==> src/rtl/tlc_pkg.sv <==
// Shared encodings for the demand-actuated phase scheduler: light codes,
// phase codes, FSM states and the phase-to-green mask.
package tlc_pkg;

  localparam logic [2:0] LIGHT_RED = 3'b100;
  localparam logic [2:0] LIGHT_YEL = 3'b010;
  localparam logic [2:0] LIGHT_GRN = 3'b001;

  localparam logic [1:0] PH_MAIN = 2'd0;
  localparam logic [1:0] PH_TURN = 2'd1;
  localparam logic [1:0] PH_SIDE = 2'd2;
  localparam logic [1:0] PH_PED  = 2'd3;

  typedef enum logic [1:0] {
    ST_ALLRED = 2'd0,
    ST_GREEN  = 2'd1,
    ST_YELLOW = 2'd2
  } state_t;

  // One nibble per phase (PED, SIDE, TURN, MAIN); nibble bit order M1, MT, M2, S.
  localparam logic [15:0] GREEN_MASK = {4'b0000, 4'b0001, 4'b1100, 4'b1010};

  function automatic logic [3:0] green_mask(input logic [1:0] ph);
    return GREEN_MASK[4*ph +: 4];
  endfunction

endpackage

==> src/rtl/tlc_rr_pick.sv <==
// Round-robin selector: finds the first pending phase after cur_phase and
// reports whether any phase other than cur_phase is pending.
module tlc_rr_pick #(
  parameter int NUM_PH = 3
) (
  input  logic [3:0] pending,
  input  logic [1:0] cur_phase,
  output logic [1:0] nxt_phase,
  output logic       other
);

  logic [1:0] idx;

  // Scan farthest to nearest so the nearest pending phase is the last write.
  always_comb begin
    nxt_phase = cur_phase;
    other     = 1'b0;
    idx       = '0;
    for (int i = NUM_PH - 1; i >= 1; i--) begin
      idx = 2'((32'(cur_phase) + i) % NUM_PH);
      if (pending[idx]) begin
        nxt_phase = idx;
        other     = 1'b1;
      end
    end
  end

endmodule

==> src/rtl/tlc_phase_scheduler.sv <==
// Demand-actuated junction phase scheduler with min/max green, yellow and
// all-red clearance. Define TLC_PED_EN to add the pedestrian phase.
module tlc_phase_scheduler
  import tlc_pkg::*;
#(
  parameter int MIN_GREEN = 4,
  parameter int MAX_GREEN = 12,
  parameter int YELLOW_T  = 2,
  parameter int ALLRED_T  = 1,
  parameter int PED_T     = 6,
  parameter int TW        = 4
) (
  input  logic          clk,
  input  logic          rst,
  input  logic          req_M1,
  input  logic          req_M2,
  input  logic          req_MT,
  input  logic          req_S,
`ifdef TLC_PED_EN
  input  logic          ped_req,
  output logic          ped_walk,
`endif
  output logic [2:0]    light_M1,
  output logic [2:0]    light_MT,
  output logic [2:0]    light_M2,
  output logic [2:0]    light_S,
  output logic [1:0]    phase,
  output logic [TW-1:0] count
);

`ifdef TLC_PED_EN
  localparam int NUM_PH = 4;
  localparam logic [TW-1:0] PED_LAST = TW'(PED_T - 1);
`else
  localparam int NUM_PH = 3;
`endif
  localparam logic [TW-1:0] MIN_LAST = TW'(MIN_GREEN - 1);
  localparam logic [TW-1:0] MAX_LAST = TW'(MAX_GREEN - 1);
  localparam logic [TW-1:0] YEL_LAST = TW'(YELLOW_T - 1);
  localparam logic [TW-1:0] AR_LAST  = TW'(ALLRED_T - 1);
  localparam logic [TW-1:0] TIM_MAX  = '1;

  if (MIN_GREEN < 1 || MAX_GREEN < MIN_GREEN || YELLOW_T < 1 || ALLRED_T < 1 ||
      MAX_GREEN >= (1 << TW) || YELLOW_T >= (1 << TW) ||
      ALLRED_T >= (1 << TW) || PED_T >= (1 << TW)) begin : g_bad_params
    $error("tlc_phase_scheduler: timing parameter out of range");
  end

  state_t        state_reg, state_next;
  logic [1:0]    cur_reg, cur_next;
  logic [1:0]    nxt_reg, nxt_next;
  logic [TW-1:0] timer_reg, timer_next;
  logic [3:0]    pend_reg, pend_next;
  logic [3:0]    demand;
  logic [3:0]    cur_onehot;
  logic [1:0]    pick_phase;
  logic          pick_other;
  logic          green_exit;

`ifdef TLC_PED_EN
  assign demand = {ped_req, req_S, req_MT, req_M1 | req_M2};
`else
  assign demand = {1'b0, req_S, req_MT, req_M1 | req_M2};
`endif
  assign cur_onehot = 4'b0001 << cur_reg;

  tlc_rr_pick #(.NUM_PH(NUM_PH)) u_pick (
    .pending   (pend_reg),
    .cur_phase (cur_reg),
    .nxt_phase (pick_phase),
    .other     (pick_other)
  );

  always_comb begin
    state_next = state_reg;
    cur_next   = cur_reg;
    nxt_next   = nxt_reg;
    timer_next = (timer_reg == TIM_MAX) ? timer_reg : timer_reg + 1'b1;
    pend_next  = pend_reg | demand;
    green_exit = 1'b0;
    unique case (state_reg)
      ST_GREEN: begin
        // The phase being served does not re-queue itself.
        pend_next = pend_reg | (demand & ~cur_onehot);
`ifdef TLC_PED_EN
        if (cur_reg == PH_PED) begin
          green_exit = (timer_reg >= PED_LAST);
        end else
`endif
        begin
          green_exit = pick_other &&
                       ((timer_reg >= MIN_LAST && !demand[cur_reg]) || timer_reg >= MAX_LAST);
          timer_next = (timer_reg >= MAX_LAST) ? MAX_LAST : timer_reg + 1'b1;
        end
        if (green_exit) begin
          state_next = ST_YELLOW;
          timer_next = '0;
          nxt_next   = pick_other ? pick_phase : PH_MAIN;
        end
      end
      ST_YELLOW: begin
        if (timer_reg == YEL_LAST) begin
          state_next = ST_ALLRED;
          timer_next = '0;
        end
      end
      ST_ALLRED: begin
        if (timer_reg == AR_LAST) begin
          state_next         = ST_GREEN;
          timer_next         = '0;
          cur_next           = nxt_reg;
          pend_next[nxt_reg] = 1'b0;
        end
      end
      default: begin
        state_next = ST_ALLRED;
        timer_next = '0;
      end
    endcase
  end

  always_ff @(posedge clk) begin
    if (rst) begin
      state_reg <= ST_ALLRED;
      cur_reg   <= PH_MAIN;
      nxt_reg   <= PH_MAIN;
      timer_reg <= '0;
      pend_reg  <= '0;
    end else begin
      state_reg <= state_next;
      cur_reg   <= cur_next;
      nxt_reg   <= nxt_next;
      timer_reg <= timer_next;
      pend_reg  <= pend_next;
    end
  end

  // Overlap only exists across a real phase change; after reset cur == nxt and all is red.
  logic [3:0]       cur_mask, nxt_mask, keep_mask;
  logic [3:0][2:0]  lights;

  assign cur_mask  = green_mask(cur_reg);
  assign nxt_mask  = green_mask(nxt_reg);
  assign keep_mask = (cur_reg != nxt_reg) ? (cur_mask & nxt_mask) : 4'b0000;

  for (genvar gi = 0; gi < 4; gi++) begin : g_light
    assign lights[gi] =
      ((state_reg == ST_GREEN && cur_mask[gi]) ||
       (state_reg != ST_GREEN && keep_mask[gi])) ? LIGHT_GRN :
      (state_reg == ST_YELLOW && cur_mask[gi])   ? LIGHT_YEL : LIGHT_RED;
  end

  assign light_M1 = lights[3];
  assign light_MT = lights[2];
  assign light_M2 = lights[1];
  assign light_S  = lights[0];
  assign phase    = cur_reg;
  assign count    = timer_reg;
`ifdef TLC_PED_EN
  assign ped_walk = (state_reg == ST_GREEN) && (cur_reg == PH_PED);
`endif

endmodule

==> config.mk <==
export PLATFORM = sky130hd
export DESIGN_NAME = tlc_phase_scheduler
export DESIGN_NICKNAME = d
export VERILOG_FILES = /design/src/rtl/tlc_pkg.sv /design/src/rtl/tlc_rr_pick.sv /design/src/rtl/tlc_phase_scheduler.sv
export SDC_FILE = /design/constraint.sdc
export NUM_CORES = 1
export LEC_CHECK = 0
export ABC_AREA = 1
export CORE_MARGIN = 5
export CORE_UTILIZATION = 49
export DETAILED_ROUTE_END_ITERATION = 7
export PLACE_DENSITY = 0.78
export SLEW_MARGIN = 10
export SYNTH_ARGS = -nofsm -noshare
export SYNTH_HDL_FRONTEND = slang
export SYNTH_HIERARCHICAL = 1
export SYNTH_SLANG_ARGS = --single-unit
==> constraint.sdc <==
create_clock -name clk -period 2.3 [get_ports clk]
set_input_delay 0.46 -clock clk [delete_from_list [all_inputs] [get_ports clk]]
set_output_delay 0.46 -clock clk [all_outputs]
set_load 0.05 [all_outputs]
==> implementation parameters <==
Parameter                              Value

Timing
  Smallest setup slack after layout ... -0.0558 ns
  Period utilization ... 102%
  RSZ-0062 raised after global routing ... yes
  Max transition margin ... 62.7%
  Fmax ... roughly 420 MHz
  Setup TNS after final layout ... -0.150 ns
  Slew @ Worst Pin ... roughly 0.55 ns
  Final-report setup violation count ... 4
  Final Hold Viols ... 0
  Time the final worst path needs with I/O delays and setup ... roughly 2.4 ns
  Count of pins over their slew limit ... 0
  Worst Clk Skew ... about 0.011 ns
  Hold WS ... just over 0.5 ns

Clocking
  Worst-skew pair later-pin latency ... ~0.29 ns
  CTS root buffer ... clkbuf_4
  Number of buffers inserted during clock tree synthesis ... 3
  Clock H-tree levels ... 1
  Sink Count ... 14
  CTS Hold Bufs ... 0
  CTS max path bufs ... 2
  TritonCTS clock tree ... yes
  Clock-pin slew on the worst setup and hold paths ... roughly 0.09 ns

Placed design
  Total cell area at the placement stage ... approximately 1500 um2
  Number of cells after detailed placement ... ~230
  Half-perimeter wire length after placement ... 2630 um
  Count of buffers from port buffering ... 23
  Routability cong. ... around 0.94
  Post-placement setup slack ... ~0.28 ns

Setup path
  Worst Reg2Reg Path Length in Cells ... 11
  Critical-path cell with the highest stage delay ... dfxtp_4
  Data arrival, critical path ... approximately 1.9 ns
  Worst flop-to-flop path startpoint ... phase[0]$_SDFFE_PP0P_
  CP Max Fanout ... 5
  Register-to-Register Setup Slack ... 0.39 ns
  Critical path origin ... nxt_reg[1]$_SDFFE_PP0P_
  Worst EP required ... between 1.5 and 2 ns
  Reg2reg end ... count[1]$_SDFF_PP0_
  Worst Setup Start Kind ... flip-flop
  Slowest stage delay, CP ... between 0.3 and 0.4 ns
  Ordered list of cells on the worst path ... inv_1 > ha_1 > a21oi_2 > o21ai_2 > nand3_2 > o21ai_4 > nor2_4 > buf_12
  Worst Setup End Kind ... output port
  Worst setup path class ... reg2out

Power
  Highest ir drop seen on vdd ... 0.488 mV
  Total power ... roughly 1.1 mW
  Net Sw Frac ... between 40% and 50%
  Switching pwr ... roughly 0.53 mW
  Share of total power in the clock network ... between 10% and 20%
  Total leakage power ... around 0.74 nW
  Power density of the placed cells ... ~700 nW/um2
  Part of the power in registers ... ~26%
  Internal power summed over all cells ... 0.615 mW
  Share of power burned in combinational logic ... 58.8%

Worst hold path
  Min-Delay Path Depth ... 1
  Class of the most critical hold timing path ... reg2reg
  Hold Startpoint ... nxt_reg[1]$_SDFFE_PP0P_
  Hold-critical path endpoint ... pend_reg[3]$_SDFFE_PP0P_

Floorplan
  Floorplan core area ... around 2100 um2
  Chip width ... 56.8 um
  Die area ... approximately 3200 um2
  Starting Density ... roughly half
  Die height ... approximately 57 um
  Site Rows ... 17
  Ports placed on the boundary ... 24

Routing
  Drt first pass iters ... 4
  DRC viols ... 0
  Number of DRC violations after detailed-routing iteration 0 ... between 40 and 50
  Total wire length ... between 3000 and 4000 um
  Total number of vias ... 1290
  Average vias per placed instance ... 5.42
  Average wire per cell in the routed design ... approximately 14 um
  Antenna-violating nets left ... 0

Global routing
  Number of global-route vias before repair ... ~1200
  Wire length of the first global-routing pass ... ~5500 um
  Antenna violations before repair ... 0
  Largest net degree at the start of global routing ... 12
  Total grt overflow ... 0
  Overall fraction of global-route tracks in use ... between 20% and 30%

Synth
  FFs w/ async S/R, synth ... 0%
  Post-synthesis sequential element count ... 14
  Cell taking the most area after synthesis ... dfxtp_1
  Dominant cells by area after synthesis ... dfxtp_1 (26%), nand2_1 (18%), inv_1 (11%), nor2_1 (7.7%), a21oi_1 (7.5%)
  Count of flip-flops with a built-in enable after synthesis ... 0
  Primary FF master, synth ... dfxtp_1
  Synth Instances ... around 180
  Cell area after synthesis ... ~1100 um2
  Sequential cell area fraction in the yosys report ... between 20% and 30%
  Synth warnings ... 6
  Library cells used by synthesis ... 24
  Synthesized netlist net count ... 193
  Post-Syn Area per Cell ... ~6 um2
  Yosys top cell area share ... 26.2%

Layout
  Count of antenna diodes in the layout ... 0
  Fraction of layout instances using a drive strength above 1 ... roughly a quarter
  Fin cells ... between 200 and 250
  Fill cell count ... ~170
  Final layout net count ... 223
  Commonest cells after routing, fill and taps aside ... nand2_1 (48), inv_1 (32), nor2_1 (16)
  Most common cell after layout, fill and taps aside ... nand2_1
  End-of-flow core utilization ... 75.9%
  Cell area after layout ... around 1600 um2
  Layout overhead on the synthesized area ... 52.2%

Status
  Outcome ... finished with violations
  Failing checks ... negative setup slack

Flow run
  Count of max-cap constraint violations ... 0
synth_stat cells (all sizes together), types with 2 or more instances:
| cell | number |
|---|---|
| inv | 35 |
| ha | 6 |
| nand2 | 53 |
| a21oi | 16 |
| nand3 | 16 |
| nor2 | 23 |
| dfxtp | 14 |
| o21ai | 6 |
| nor3 | 2 |
kinds of logic (layout without fill, tap and decap cells):
family | Yosys count | in the layout | share of synthesized area [%]
DFF | 14 | 14 | 26.2
AOI/OAI and AO/OA | 29 | 29 | 15.7
xor gates and xnor gates | 1 | 1 | 0.818
adders and majority gates | 6 | 6 | 7.01
and+or+nand+nor | 95 | 95 | 37.7
buffers and inverters | 36 | 65 | 12.6
worst max path at each step:
| stage | slack [ns] | endpoint |
|---|---|---|
| floorplan | 0.06 | light_S[2] |
| global placement | 0.34 | light_M1[1] |
| detailed placement | 0.28 | light_M1[1] |
| CTS | 0.008 | light_M1[1] |
| global route | -0.10 | light_M1[1] |
| finish | -0.06 | light_M1[1] |
power groups by stage:
stage          Combinational [mW]  Clock, mW  Sequential (mW)
3_5_place_dp                0.654          0            0.300
6_report                    0.676      0.180            0.294
5_1_grt                     0.723      0.190            0.298
4_1_cts                     0.657      0.183            0.294
3_3_place_gp                0.635          0            0.298
2_1_floorplan               0.383          0            0.330
per-layer routing:
layer / vias up / global-route usage (%) / wire length, um
li1: 630 / - / -
met1: 590 / 22.5 / 1220
met2: 59 / 40.1 / 1850
met3: 11 / 3.68 / 217
met4: 0 / 10.3 / 74
met5: - / 0 / 0
layout make-up:
class,count,area [um2],area share [%]
well taps,28,35.0,2.15
flip-flops and latches,14,289,17.7
multi-input cells,131,766,47.0
repair buffers,26,373,22.9
inverters,35,131,8.06
clock buffers,4,36.3,2.23
critical path: cells and delay by family (launching register included):
| family | cells | cell delay [ns] |
|---|---|---|
| flops | 1 | 0.37 |
| simple gates | 2 | 0.25 |
| fa+ha+maj | 1 | 0.32 |
| buf+inv | 2 | 0.22 |
| compound gates | 3 | 0.46 |
timing repair:
item / CTS / global route
pin swaps: 0 / 2
setup buffers: 1 / 0
resized for setup: 1 / 11
setup endpoints to repair: 4 / 10
Power figures use the tool's default switching activity.
